<file path="config.mk">
export PLATFORM = sky130hd
export DESIGN_NAME = wb_bus_arbiter
export DESIGN_NICKNAME = d
export VERILOG_FILES = /design/src/rtl/wb_bus_arbiter.sv
export SDC_FILE = /design/constraint.sdc
export NUM_CORES = 1
export LEC_CHECK = 0
export BUFFER_PORTS_ARGS = -buffer_cell sky130_fd_sc_hd__buf_2
export CAP_MARGIN = 20
export CORE_AREA = 2 2 108 110
export CTS_BUF_LIST = sky130_fd_sc_hd__clkbuf_8 sky130_fd_sc_hd__clkbuf_16
export DETAILED_ROUTE_END_ITERATION = 8
export DIE_AREA = 0 0 110 112
export SYNTH_ARGS = -nofsm -noshare
export SYNTH_HDL_FRONTEND = slang
export SYNTH_SLANG_ARGS = --single-unit
</file>
<file path="constraint.sdc">
create_clock -name clk_i -period 2.7 [get_ports clk_i]
set_clock_uncertainty 0.15 [all_clocks]
set_input_delay 0.81 -clock clk_i [delete_from_list [all_inputs] [get_ports clk_i]]
set_output_delay 0.81 -clock clk_i [all_outputs]
set_load 0.005 [all_outputs]
</file>
<file path="src/rtl/wb_bus_arbiter.sv">
// Two-to-one Wishbone B4 classic arbiter: instruction and data masters share one memory port.
// The grant is locked for a whole cyc, round-robin on contention, with a watchdog abort.
module wb_bus_arbiter #(
   parameter int unsigned TIMEOUT_CYCLES = 255
) (
   input  logic        clk_i,
   input  logic        rst_i,
   input  logic        iwbs_cyc_i,
   input  logic        iwbs_stb_i,
   input  logic [31:0] iwbs_addr_i,
   output logic [31:0] iwbs_dat_o,
   output logic        iwbs_ack_o,
   output logic        iwbs_err_o,
   input  logic        dwbs_cyc_i,
   input  logic        dwbs_stb_i,
   input  logic        dwbs_we_i,
   input  logic [3:0]  dwbs_sel_i,
   input  logic [31:0] dwbs_addr_i,
   input  logic [31:0] dwbs_dat_i,
   output logic [31:0] dwbs_dat_o,
   output logic        dwbs_ack_o,
   output logic        dwbs_err_o,
   output logic        wbm_cyc_o,
   output logic        wbm_stb_o,
   output logic        wbm_we_o,
   output logic [3:0]  wbm_sel_o,
   output logic [31:0] wbm_addr_o,
   output logic [31:0] wbm_dat_o,
   input  logic [31:0] wbm_dat_i,
   input  logic        wbm_ack_i,
   input  logic        wbm_err_i,
   output logic        timeout_o
);

   localparam bit          WDOG_EN  = (TIMEOUT_CYCLES != 0);
   localparam int unsigned CNT_W    = WDOG_EN ? $clog2(TIMEOUT_CYCLES + 1) : 1;
   localparam int unsigned LAST_VAL = WDOG_EN ? TIMEOUT_CYCLES - 1 : 0;
   localparam logic [CNT_W-1:0] CNT_LAST = CNT_W'(LAST_VAL);

   typedef enum logic [1:0] {IDLE, GNT_I, GNT_D, ABORT} state_t;

   state_t           state;
   logic             last_d;
   logic [CNT_W-1:0] cnt;
   logic             timeout_q;

   logic req_i, req_d, gnt_i, gnt_d, own_cyc, resp, hung;

   assign req_i   = iwbs_cyc_i & iwbs_stb_i;
   assign req_d   = dwbs_cyc_i & dwbs_stb_i;
   assign gnt_i   = (state == GNT_I);
   assign gnt_d   = (state == GNT_D);
   assign own_cyc = gnt_d ? dwbs_cyc_i : iwbs_cyc_i;
   assign resp    = wbm_ack_i | wbm_err_i;
   assign hung    = WDOG_EN && wbm_stb_o && !resp && (cnt == CNT_LAST);

   // Memory-side request is a straight mux of the owner; IDLE and ABORT present an idle bus.
   assign wbm_cyc_o = (gnt_i & iwbs_cyc_i) | (gnt_d & dwbs_cyc_i);
   assign wbm_stb_o = (gnt_i & iwbs_cyc_i & iwbs_stb_i) | (gnt_d & dwbs_cyc_i & dwbs_stb_i);
   assign wbm_we_o  = gnt_d & dwbs_we_i;

   always_comb begin
      wbm_sel_o  = '0;
      wbm_addr_o = '0;
      wbm_dat_o  = '0;
      case (state)
         GNT_I: begin
            wbm_sel_o  = 4'hF;
            wbm_addr_o = iwbs_addr_i;
         end
         GNT_D: begin
            wbm_sel_o  = dwbs_sel_i;
            wbm_addr_o = dwbs_addr_i;
            wbm_dat_o  = dwbs_dat_i;
         end
         default: ;
      endcase
   end

   assign iwbs_dat_o = wbm_dat_i;
   assign dwbs_dat_o = wbm_dat_i;
   assign iwbs_ack_o = gnt_i & wbm_ack_i;
   assign dwbs_ack_o = gnt_d & wbm_ack_i;
   assign iwbs_err_o = (gnt_i & wbm_err_i) | (timeout_q & ~last_d);
   assign dwbs_err_o = (gnt_d & wbm_err_i) | (timeout_q & last_d);
   assign timeout_o  = timeout_q;

   always_ff @(posedge clk_i or negedge rst_i) begin
      if (!rst_i) begin
         state     <= IDLE;
         last_d    <= 1'b0;
         cnt       <= '0;
         timeout_q <= 1'b0;
      end else begin
         timeout_q <= 1'b0;
         case (state)
            IDLE: begin
               cnt <= '0;
               if (req_i && req_d) state <= last_d ? GNT_I : GNT_D;
               else if (req_i)     state <= GNT_I;
               else if (req_d)     state <= GNT_D;
            end
            GNT_I, GNT_D: begin
               if (!own_cyc) begin
                  // Owner released: hand straight over to the other master if it waits.
                  last_d <= gnt_d;
                  cnt    <= '0;
                  if (gnt_d) state <= req_i ? GNT_I : IDLE;
                  else       state <= req_d ? GNT_D : IDLE;
               end else if (hung) begin
                  last_d    <= gnt_d;
                  cnt       <= '0;
                  timeout_q <= 1'b1;
                  state     <= ABORT;
               end else if (resp) begin
                  cnt <= '0;
               end else if (wbm_stb_o) begin
                  cnt <= cnt + 1'b1;
               end
            end
            ABORT:   state <= IDLE;
            default: state <= IDLE;
         endcase
      end
   end

endmodule

</file>
==> impl_metrics.yaml, run 1 <==
run_status:
  outcome: "finished, final reports clean"
placed_design:
  dp_cells: 544
  io_buffers: 184
  gp_congestion: 0.7905
  dp_hpwl_um: 5941
global_route:
  grt_pass1_vias: 2139
  antenna_found_initial: 0
  grt_pass1_wl_um: 10470
  gr-usage-all-layers_pct: 10.50
  grt-ovfl-total: 0
  grt_max_degree: 41
timing:
  setup_viol: 0
  hold_viol_final: 0
  worst-slew-pin-transition_ns: 0.5725
  min_period_ns: 2.575
  max_freq_ghz: 0.3883
  rsz0062_at_grt: "false"
  tns_ns: 0
  hold_ws_ns: 0.2952
  finalCritPeriodShare_pct: 95.38
  drv_slew: 0
  relSlewSlack_pct: 61.83
detailed_routing:
  first_iter_violations: 73
  route.antenna.remaining_nets: 0
  drt-total-wl_um: 7112
  num_vias: 2331
  via_per_inst: 4.254
  drc: 0
  firstDrtPassIters: 4
  routedWlPerCell_um: 12.98
worst_setup_path:
  crit_start: "state[0]"
  worstSetupPathType: "flop to output port"
  worstPathMaxFanout: 40
  cp-end-kind: "output port"
  cp_data_required_time_ns: 1.74
  arrival_ns: 1.62
  rr_startpoint: "state[0]"
  setup.worst_path.start_class: "flop"
floorplan:
  start_util_pct: 17.96
  core_area_mm2: 0.01117
  rows: 39
  fp.dieArea_mm2: 0.01232
  die_h_um: 112
  io-pin-count: 281
  die_x_um: 110
clock_tree:
  post_cts_buffers: 0
  cts_max_level: 1
  cts.clk_slew.worst_paths_ns: 0.05
  cts.sinks: 12
  clk_latency_ns: 0.24
  clockBufferDepth: 2
  cts-root-buf: "clkbuf_16"
  cts_buffers: 3
  tritoncts: "done"
  cts.repair.resized: 0
  holdBufCountCts: 0
cells_and_area:
  layout_commonest_cell: "buf_2"
  syn2layout_area_growth_pct: 37.34
  post-route-util_pct: 24.67
  finalNetCount: 552
  diodes: 0
  final_cell_mix: "184 x buf_2, 40 x nor2_1, 35 x and2_1"
  instances_no_fill: 548
  drive_gt1_share_pct: 50.37
synth:
  syn_area_per_cell_um2: 6.897
  ys_warn_count: 0
  synth_seq_area_share_pct: 14.96
  synth_seq_cells: 12
  syn_nets: 437
  synth_cells: 291
  netlist_area_mm2: 0.002007
  synth.distinct_cells: 35
  yosys-top-cells-area: "buf_4 24%, dfrtp_1 15%, a22oi_1 12%"
  synth.largest_area_cell: "buf_4"
  synth_top_area_share_pct: 23.94
worst_hold_path:
  hp-class: "primary input to asynchronous set/reset pin"
power:
  peakVddDrop_mv: 0.4852
  p_leak_nw: 1.484
  power_density_mw_per_mm2: 822.3
run:
  cap_violations: 0
==> stage by stage <==
step / instance area [µm²] / power [mW] / worst slack [ns]
2_1_floorplan: 2007 / 1.255 / 0.1503
3_3_place_gp: 2668 / 1.975 / 0.2688
3_5_place_dp: 2668 / 2.008 / 0.2472
4_1_cts: 2756 / 2.322 / 0.1023
5_1_grt: 2756 / 2.511 / 0.01876
6_report: 2756 / 2.267 / 0.1248
==> metal layers <==
layer | global-route usage [%] | share of wire (%) | up-vias
li1 | - | - | 1158
met1 | 12.46 | 40 | 1054
met2 | 19.43 | 51 | 113
met3 | 2.166 | 9.1 | 6
met4 | 1.519 | 0.55 | 0
met5 | 0 | 0 | -
==> sequential cells by signal (all words and copies together) (netlist names) <==
name,count
timeout_o,1
last_d,1
cnt,8
state,2
==> cell families (layout without fill, tap and decap cells) <==
| kind of cell | count (synthesis) | after routing | share of synthesized area (%) |
|---|---|---|---|
| buffers and inverters | 90 | 204 | 28.80 |
| adder cells (fa/ha/maj) | 5 | 5 | 3.117 |
| AND/OR/NAND/NOR | 112 | 112 | 27.87 |
| XOR/XNOR | 1 | 1 | 0.4365 |
| flip-flops | 12 | 12 | 14.96 |
| multiplexers | 3 | 3 | 1.870 |
| AO/OA/AOI/OAI | 68 | 68 | 22.94 |
==> final cells by class <==
| class | count | area (µm²) |
|---|---|---|
| inverter | 9 | 33.78 |
| sequential | 12 | 300.3 |
| clock buffer | 4 | 88.84 |
| timing repair buffer | 191 | 1023 |
| fill | 1253 | 8418 |
| multi-input combinational | 189 | 1131 |
| tap | 143 | 178.9 |
==> cells in the mapped netlist <==
master and number:
buf_4 64, nor2_1 40, and2_1 35, a22oi_1 33, nand2_1 19, clkbuf_1 17, o21ai_0 14, dfrtp_1 12
a21oi_1 9, inv_1 9, nand3_1 7, ha_1 5, mux2_2 2, nand4_1 2, nor3_1 2, or2_2 2
a2111o_1 1, a211oi_1 1, a22o_1 1, a2bb2oi_1 1, a31o_2 1, a31oi_1 1, mux2_4 1, nand3_4 1
nor2b_1 1, nor3b_1 1, o2111ai_1 1, o211ai_1 1, o21a_1 1, o21bai_1 1, o22ai_1 1, o311ai_0 1
or3_1 1, or3b_4 1, xor2_1 1
==> critical path, stage by stage (launching register included) <==
cell	delay, ns
dfrtp_1	0.40
inv_1	0.10
ha_2	0.25
buf_12	0.21
a22oi_1	0.13
nor2_1	0.13
buf_2	0.13
==> report_power, final <==
part / leakage [nW] / switching, mW / internal (mW)
Clock: 0.0442 / 0.0776 / 0.224
Combinational: 1.28 / 0.933 / 0.808
Sequential: 0.161 / 0.0212 / 0.203
==> worst paths after layout <==
kind	to	slack, ns	cells past startpoint
max	wbm_addr_o[29]	0.12	6
min	cnt[6]	0.30	1
max reg2reg	cnt[4]	0.30	8
min reg2reg	cnt[7]	0.35	1
max in group asynchronous	cnt[4]	1.88	1
min in group clk_i	cnt[7]	0.35	1
Power figures use the tool's default switching activity.
==> run 2, diff against run 1 <==
--- a/config.mk
+++ b/config.mk
@@ -7,10 +7,11 @@
 export LEC_CHECK = 0
 export BUFFER_PORTS_ARGS = -buffer_cell sky130_fd_sc_hd__buf_2
 export CAP_MARGIN = 20
-export CORE_AREA = 2 2 108 110
+export CORE_AREA = 3 3 109 111
 export CTS_BUF_LIST = sky130_fd_sc_hd__clkbuf_8 sky130_fd_sc_hd__clkbuf_16
 export DETAILED_ROUTE_END_ITERATION = 8
-export DIE_AREA = 0 0 110 112
+export DIE_AREA = 0 0 112 114
+export PLACE_DENSITY_LB_ADDON = 0.05
 export SYNTH_ARGS = -nofsm -noshare
 export SYNTH_HDL_FRONTEND = slang
 export SYNTH_SLANG_ARGS = --single-unit
==> run 2 against run 1 <==
Against the previous run: first-iteration DRC count is 37% higher; clock power down 36%; power decreased by 2.0%; final area down 1.4%; critical endpoint is now wbm_addr_o[19]; sequential power barely moved; critical path type unchanged; sequential share of layout area rose by 0.15 points; utilization grew 0.30 points; count of clock-buffer cells in the layout did not move.
==> impl_metrics.yaml, run 2 (same netlist as run 1, synthesis figures left out) <==
cells_and_area:
  finalNetCount: 553
  regMostFlops: "cnt"
  design_area_mm2: 0.002719
  drive_gt1_share_pct: 50.74
  layout_commonest_cell: "buf_2"
  fillers: 1272
  area.sequential_um2: 300.3
  reg.largest.list: "cnt x8, state x2"
  largest_reg_flops: 8
  syn2layout_area_growth_pct: 35.47
  multi_input_area_mm2: 0.001141
  final_cell_mix: "184 x buf_2, 40 x nor2_1, 35 x and2_1"
  diodes: 0
worst_setup_path:
  cp_num_buf_inv: 3
  endpoint: "wbm_addr_o[19]"
  crit_family: "buffers and inverters"
  worstPathMaxFanout: 11
  r2r-end: "cnt[4]"
  rr_startpoint: "state[0]"
  crit_start: "state[1]"
  worstSetupPathType: "flop to output port"
  cp.depth: 6
  cp-end-kind: "output port"
  cpPeakStageDelay_ns: 0.41
  r2r_setup_slack_ns: 0.46
  setup.worst_path.start_class: "flop"
  crit_path_top_delay_cell: "dfrtp_1"
  reg2regPathDepth: 7
  cp_data_required_time_ns: 1.74
  crit_chain: "inv_1, ha_1, buf_4, a22oi_1, nor2_1, buf_2"
  arrival_ns: 1.60
global_route:
  antenna_found_initial: 1
  gr-usage-all-layers_pct: 12.77
  grt_pass1_wl_um: 13050
  grt_max_degree: 34
  grt_pass1_vias: 2271
  grt-ovfl-total: 0
detailed_routing:
  firstDrtPassIters: 4
  route.antenna.remaining_nets: 0
  routedWlPerCell_um: 16.54
  via_per_inst: 4.256
  num_vias: 2324
  drt-total-wl_um: 9029
  first_iter_violations: 100
  drc: 0
timing:
  tns_ns: 0
  hold_ws_ns: 0.2930
  drv_slew: 0
  min_period_ns: 2.561
  worst-slew-pin-transition_ns: 0.4356
  finalCritPeriodShare_pct: 94.86
  setup_viol: 0
  rsz0062_at_grt: "false"
  max_freq_ghz: 0.3905
  hold_viol_final: 0
  setup_ws_ns: 0.1389
  relSlewSlack_pct: 70.90
power:
  p_sw_share_pct: 48.66
  finalPower_mw: 2.221
  combPwrFrac_pct: 81.2
  clkPwrFrac_pct: 8.7
  power_density_mw_per_mm2: 817.0
  p_sw_mw: 1.081
  peakVddDrop_mv: 0.2875
  seq_power_share_pct: 10.1
  p_leak_nw: 1.470
  internal-power_mw: 1.140
placed_design:
  gp_congestion: 0.8029
  place_area_mm2: 0.002646
  io_buffers: 184
  dp_hpwl_um: 7644
  dp_slack_ns: 0.2516
clock_tree:
  tritoncts: "done"
  cts.sinks: 12
  cts_buffers: 3
  cts-root-buf: "clkbuf_8"
  cts.clk_slew.worst_paths_ns: 0.05
  clk_latency_ns: 0.24
  cts_max_level: 1
  post_cts_buffers: 0
  clockBufferDepth: 2
floorplan:
  rows: 38
  core_area_mm2: 0.01089
  io-pin-count: 281
  die_h_um: 114
  fp.dieArea_mm2: 0.01277
  start_util_pct: 18.43
  die_x_um: 112
run:
  cap_violations: 0
run_status:
  outcome: "finished, final reports clean"
worst_hold_path:
  hp-class: "primary input to asynchronous set/reset pin"
## run 2: cell types whose count changed in the layout (fill, tap and decap cells not counted)
cell and delta:
buf_12 -2, buf_4 +1, buf_6 +2, clkbuf_16 -3, clkbuf_8 +3, ha_2 -1
ha_4 +1, inv_1 -1, inv_2 +1
## run 2: what timing repair did
action / 4_1_cts / 5_1_grt
endpoints found under the setup margin: 0 / 38
gates resized for setup: 0 / 4
hold buffers: 0 / 0
## run 2: how the worst min path moves through the flow
stage	start	endpoint	slack (ns)	depth (start not counted)
final	rst_i	cnt[7]	0.29	1
after global routing	rst_i	cnt[4]	0.32	1
after CTS	rst_i	cnt[7]	0.30	1
after detailed placement	cnt[7]	cnt[7]	0.34	1
after global placement	cnt[7]	cnt[7]	0.35	1
after floorplan	cnt[7]	cnt[7]	0.30	1
## run 2: final cells by class
type | count | share of cell area (%)
inverter | 9 | 1.243
multi-input combinational | 189 | 41.97
timing repair buffer | 192 | 37.28
sequential | 12 | 11.04
clock buffer | 4 | 2.025
tap | 140 | 6.443
## run 2: metal layers
layer | wire length (µm) | global-route usage (%)
met3 | 625 | 2.918
met5 | 13 | 0
met4 | 8 | 1.282
met2 | 4409 | 21.86
met1 | 3972 | 17.08
## run 2: worst reg2reg max path: stages, from the launching register on
cell	delay, ns
dfrtp_1	0.39
inv_1	0.12
ha_4	0.24
nand3_1	0.14
nand2_1	0.24
or3b_4	0.45
or3_1	0.35
o21ai_0	0.08
## run 2: metrics by stage
stage          utilization, %  instances
3_5_place_dp            24.30        542
4_1_cts                 24.81        546
5_1_grt                 24.97        546
3_3_place_gp            24.30        542
6_report                24.97        546
2_1_floorplan               -        291
## run 2: power groups by stage
stage | Sequential [mW] | Combinational (mW) | Clock [mW]
6_report | 0.225 | 1.80 | 0.194
5_1_grt | 0.229 | 2.02 | 0.208
4_1_cts | 0.223 | 1.83 | 0.201
3_5_place_dp | 0.226 | 1.82 | 0
3_3_place_gp | 0.226 | 1.82 | 0
2_1_floorplan | 0.219 | 1.04 | 0
==> run 3, diff against run 2 <==
==> constraint.sdc (replaced) <==
create_clock -name clk_i -period 2.2 [get_ports clk_i]
set_clock_uncertainty 0.15 [all_clocks]
set_input_delay 0.66 -clock clk_i [delete_from_list [all_inputs] [get_ports clk_i]]
set_output_delay 0.66 -clock clk_i [all_outputs]
set_load 0.005 [all_outputs]
==> run 3 against run 2 <==
Against the previous run: the flow now finishes with violations (negative setup slack); final area up 18%; die area unchanged; register-to-register slack worse by 0.52 ns; first-iteration DRC count up 22%; via count up 6.3%; worst setup slack worse by 0.29 ns; utilization up 4.4 points; global-route usage up 0.30 points; sequential share of layout area down 1.7 points.
==> impl_metrics.yaml, run 3 (same netlist as run 1, synthesis figures left out) <==
detailed_routing:
  route.antenna.remaining_nets: 0
  num_vias: 2471
  firstDrtPassIters: 4
  via_per_inst: 4.327
  drt-total-wl_um: 9538
  first_iter_violations: 122
  routedWlPerCell_um: 16.70
  drc: 0
timing:
  min_period_ns: 2.355
  setup_viol: 74
  tns_ns: -7.880
  rsz0062_at_grt: "true"
  max_freq_ghz: 0.4246
  finalCritPeriodShare_pct: 107.0
  hold_ws_ns: 0.1421
  setup_ws_ns: -0.1550
  drv_slew: 0
  hold_viol_final: 0
  relSlewSlack_pct: 80.03
  worst-slew-pin-transition_ns: 0.2972
run_status:
  violations: "negative setup slack"
  outcome: "finished, violations left"
run:
  cap_violations: 0
clock_tree:
  cts.sinks: 12
  tritoncts: "done"
  clockBufferDepth: 2
  cts-root-buf: "clkbuf_8"
  cts_buffers: 3
  clk_latency_ns: 0.24
  cts_max_level: 1
  cts.clk_slew.worst_paths_ns: 0.06
worst_setup_path:
  worstSetupPathType: "flop to output port"
  r2r-end: "cnt[4]"
  rr_startpoint: "state[1]"
  cp-end-kind: "output port"
  reg2regPathDepth: 8
  cp_data_required_time_ns: 1.39
  setup.worst_path.start_class: "flop"
  arrival_ns: 1.55
  r2r_setup_slack_ns: -0.06
  worstPathMaxFanout: 7
floorplan:
  die_x_um: 112
  core_area_mm2: 0.01089
  fp.dieArea_mm2: 0.01277
  io-pin-count: 281
  start_util_pct: 18.43
  rows: 38
  die_h_um: 114
placed_design:
  dp_slack_ns: -0.0008962
  io_buffers: 184
  dp_cells: 555
  dp_hpwl_um: 7654
  gp_congestion: 0.8685
cells_and_area:
  largest_reg_flops: 8
  syn2layout_area_growth_pct: 59.29
  regMostFlops: "cnt"
  instances_no_fill: 571
  layout_commonest_cell: "buf_2"
  diodes: 0
  finalNetCount: 578
  final_cell_mix: "182 x buf_2, 39 x nor2_1, 32 x and2_1"
  reg.largest.list: "cnt x8, state x2"
  drive_gt1_share_pct: 60.32
power:
  p_leak_nw: 1.649
  finalPower_mw: 3.527
  peakVddDrop_mv: 0.4822
  power_density_mw_per_mm2: 1103
global_route:
  grt-ovfl-total: 0
  gr-usage-all-layers_pct: 13.07
  grt_pass1_vias: 2367
  grt_max_degree: 26
  antenna_found_initial: 1
  grt_pass1_wl_um: 13510
worst_hold_path:
  hp-class: "primary input to asynchronous set/reset pin"
==> run 3: cell count changes in the layout (fill, tap and decap cells not counted), sizes merged <==
cell	previous run	this run
clkbuf	4	6
buf	192	215
==> run 3: critical path, cell delays in order (launching register included) <==
cell,delay (ns)
dfrtp_1,0.41
buf_6,0.13
ha_4,0.20
buf_6,0.16
clkbuf_16,0.15
and2_1,0.13
buf_2,0.12
==> run 3: layout make-up <==
type	instances	area (µm²)
well taps	140	175.2
multi-input cells	189	1308
fillers	1234	7691
flip-flops and latches	12	300.3
inverters	9	36.28
repair buffers	217	1323
clock buffers	4	55.05
==> run 3: through the flow <==
step                      cell area, µm²  util (%)
final                               3197     29.36
after global routing                3197     29.36
after CTS                           3005     27.60
after detailed placement            2769     25.43
after global placement              2769     25.43
after floorplan                     2018         -
==> run 3: report_power, final <==
group,internal (mW),switching (mW)
clock network,0.158,0.0881
registers,0.248,0.0286
logic,1.55,1.46
==> run 3: worst max-delay path by stage <==
stage               start              to  slack (ns)  cells past startpoint
4_1_cts          state[1]  wbm_addr_o[17]       -0.14                      6
3_5_place_dp   iwbs_cyc_i          cnt[4]     -0.0009                      6
3_3_place_gp   iwbs_stb_i          cnt[4]        0.03                      6
6_report         state[1]   wbm_dat_o[29]       -0.16                      6
2_1_floorplan    state[0]  wbm_addr_o[10]        0.03                      7
5_1_grt          state[0]   wbm_dat_o[15]       -0.24                      6
==> run 3: repair_timing <==
item	in CTS	in global routing
setup buffers	3	5
gates cloned	1	3
endpoints found under the setup margin	75	76
pin swaps	2	4
gates resized for setup	30	23
hold buffers	0	0
==> run 3: routing by layer <==
layer	up-vias	global-route usage [%]	part of all wire (%)
met5	-	0	0.14
met3	10	5.040	8.4
li1	1209	-	-
met1	1123	16.61	42
met2	127	21.26	48
met4	2	2.644	1.4
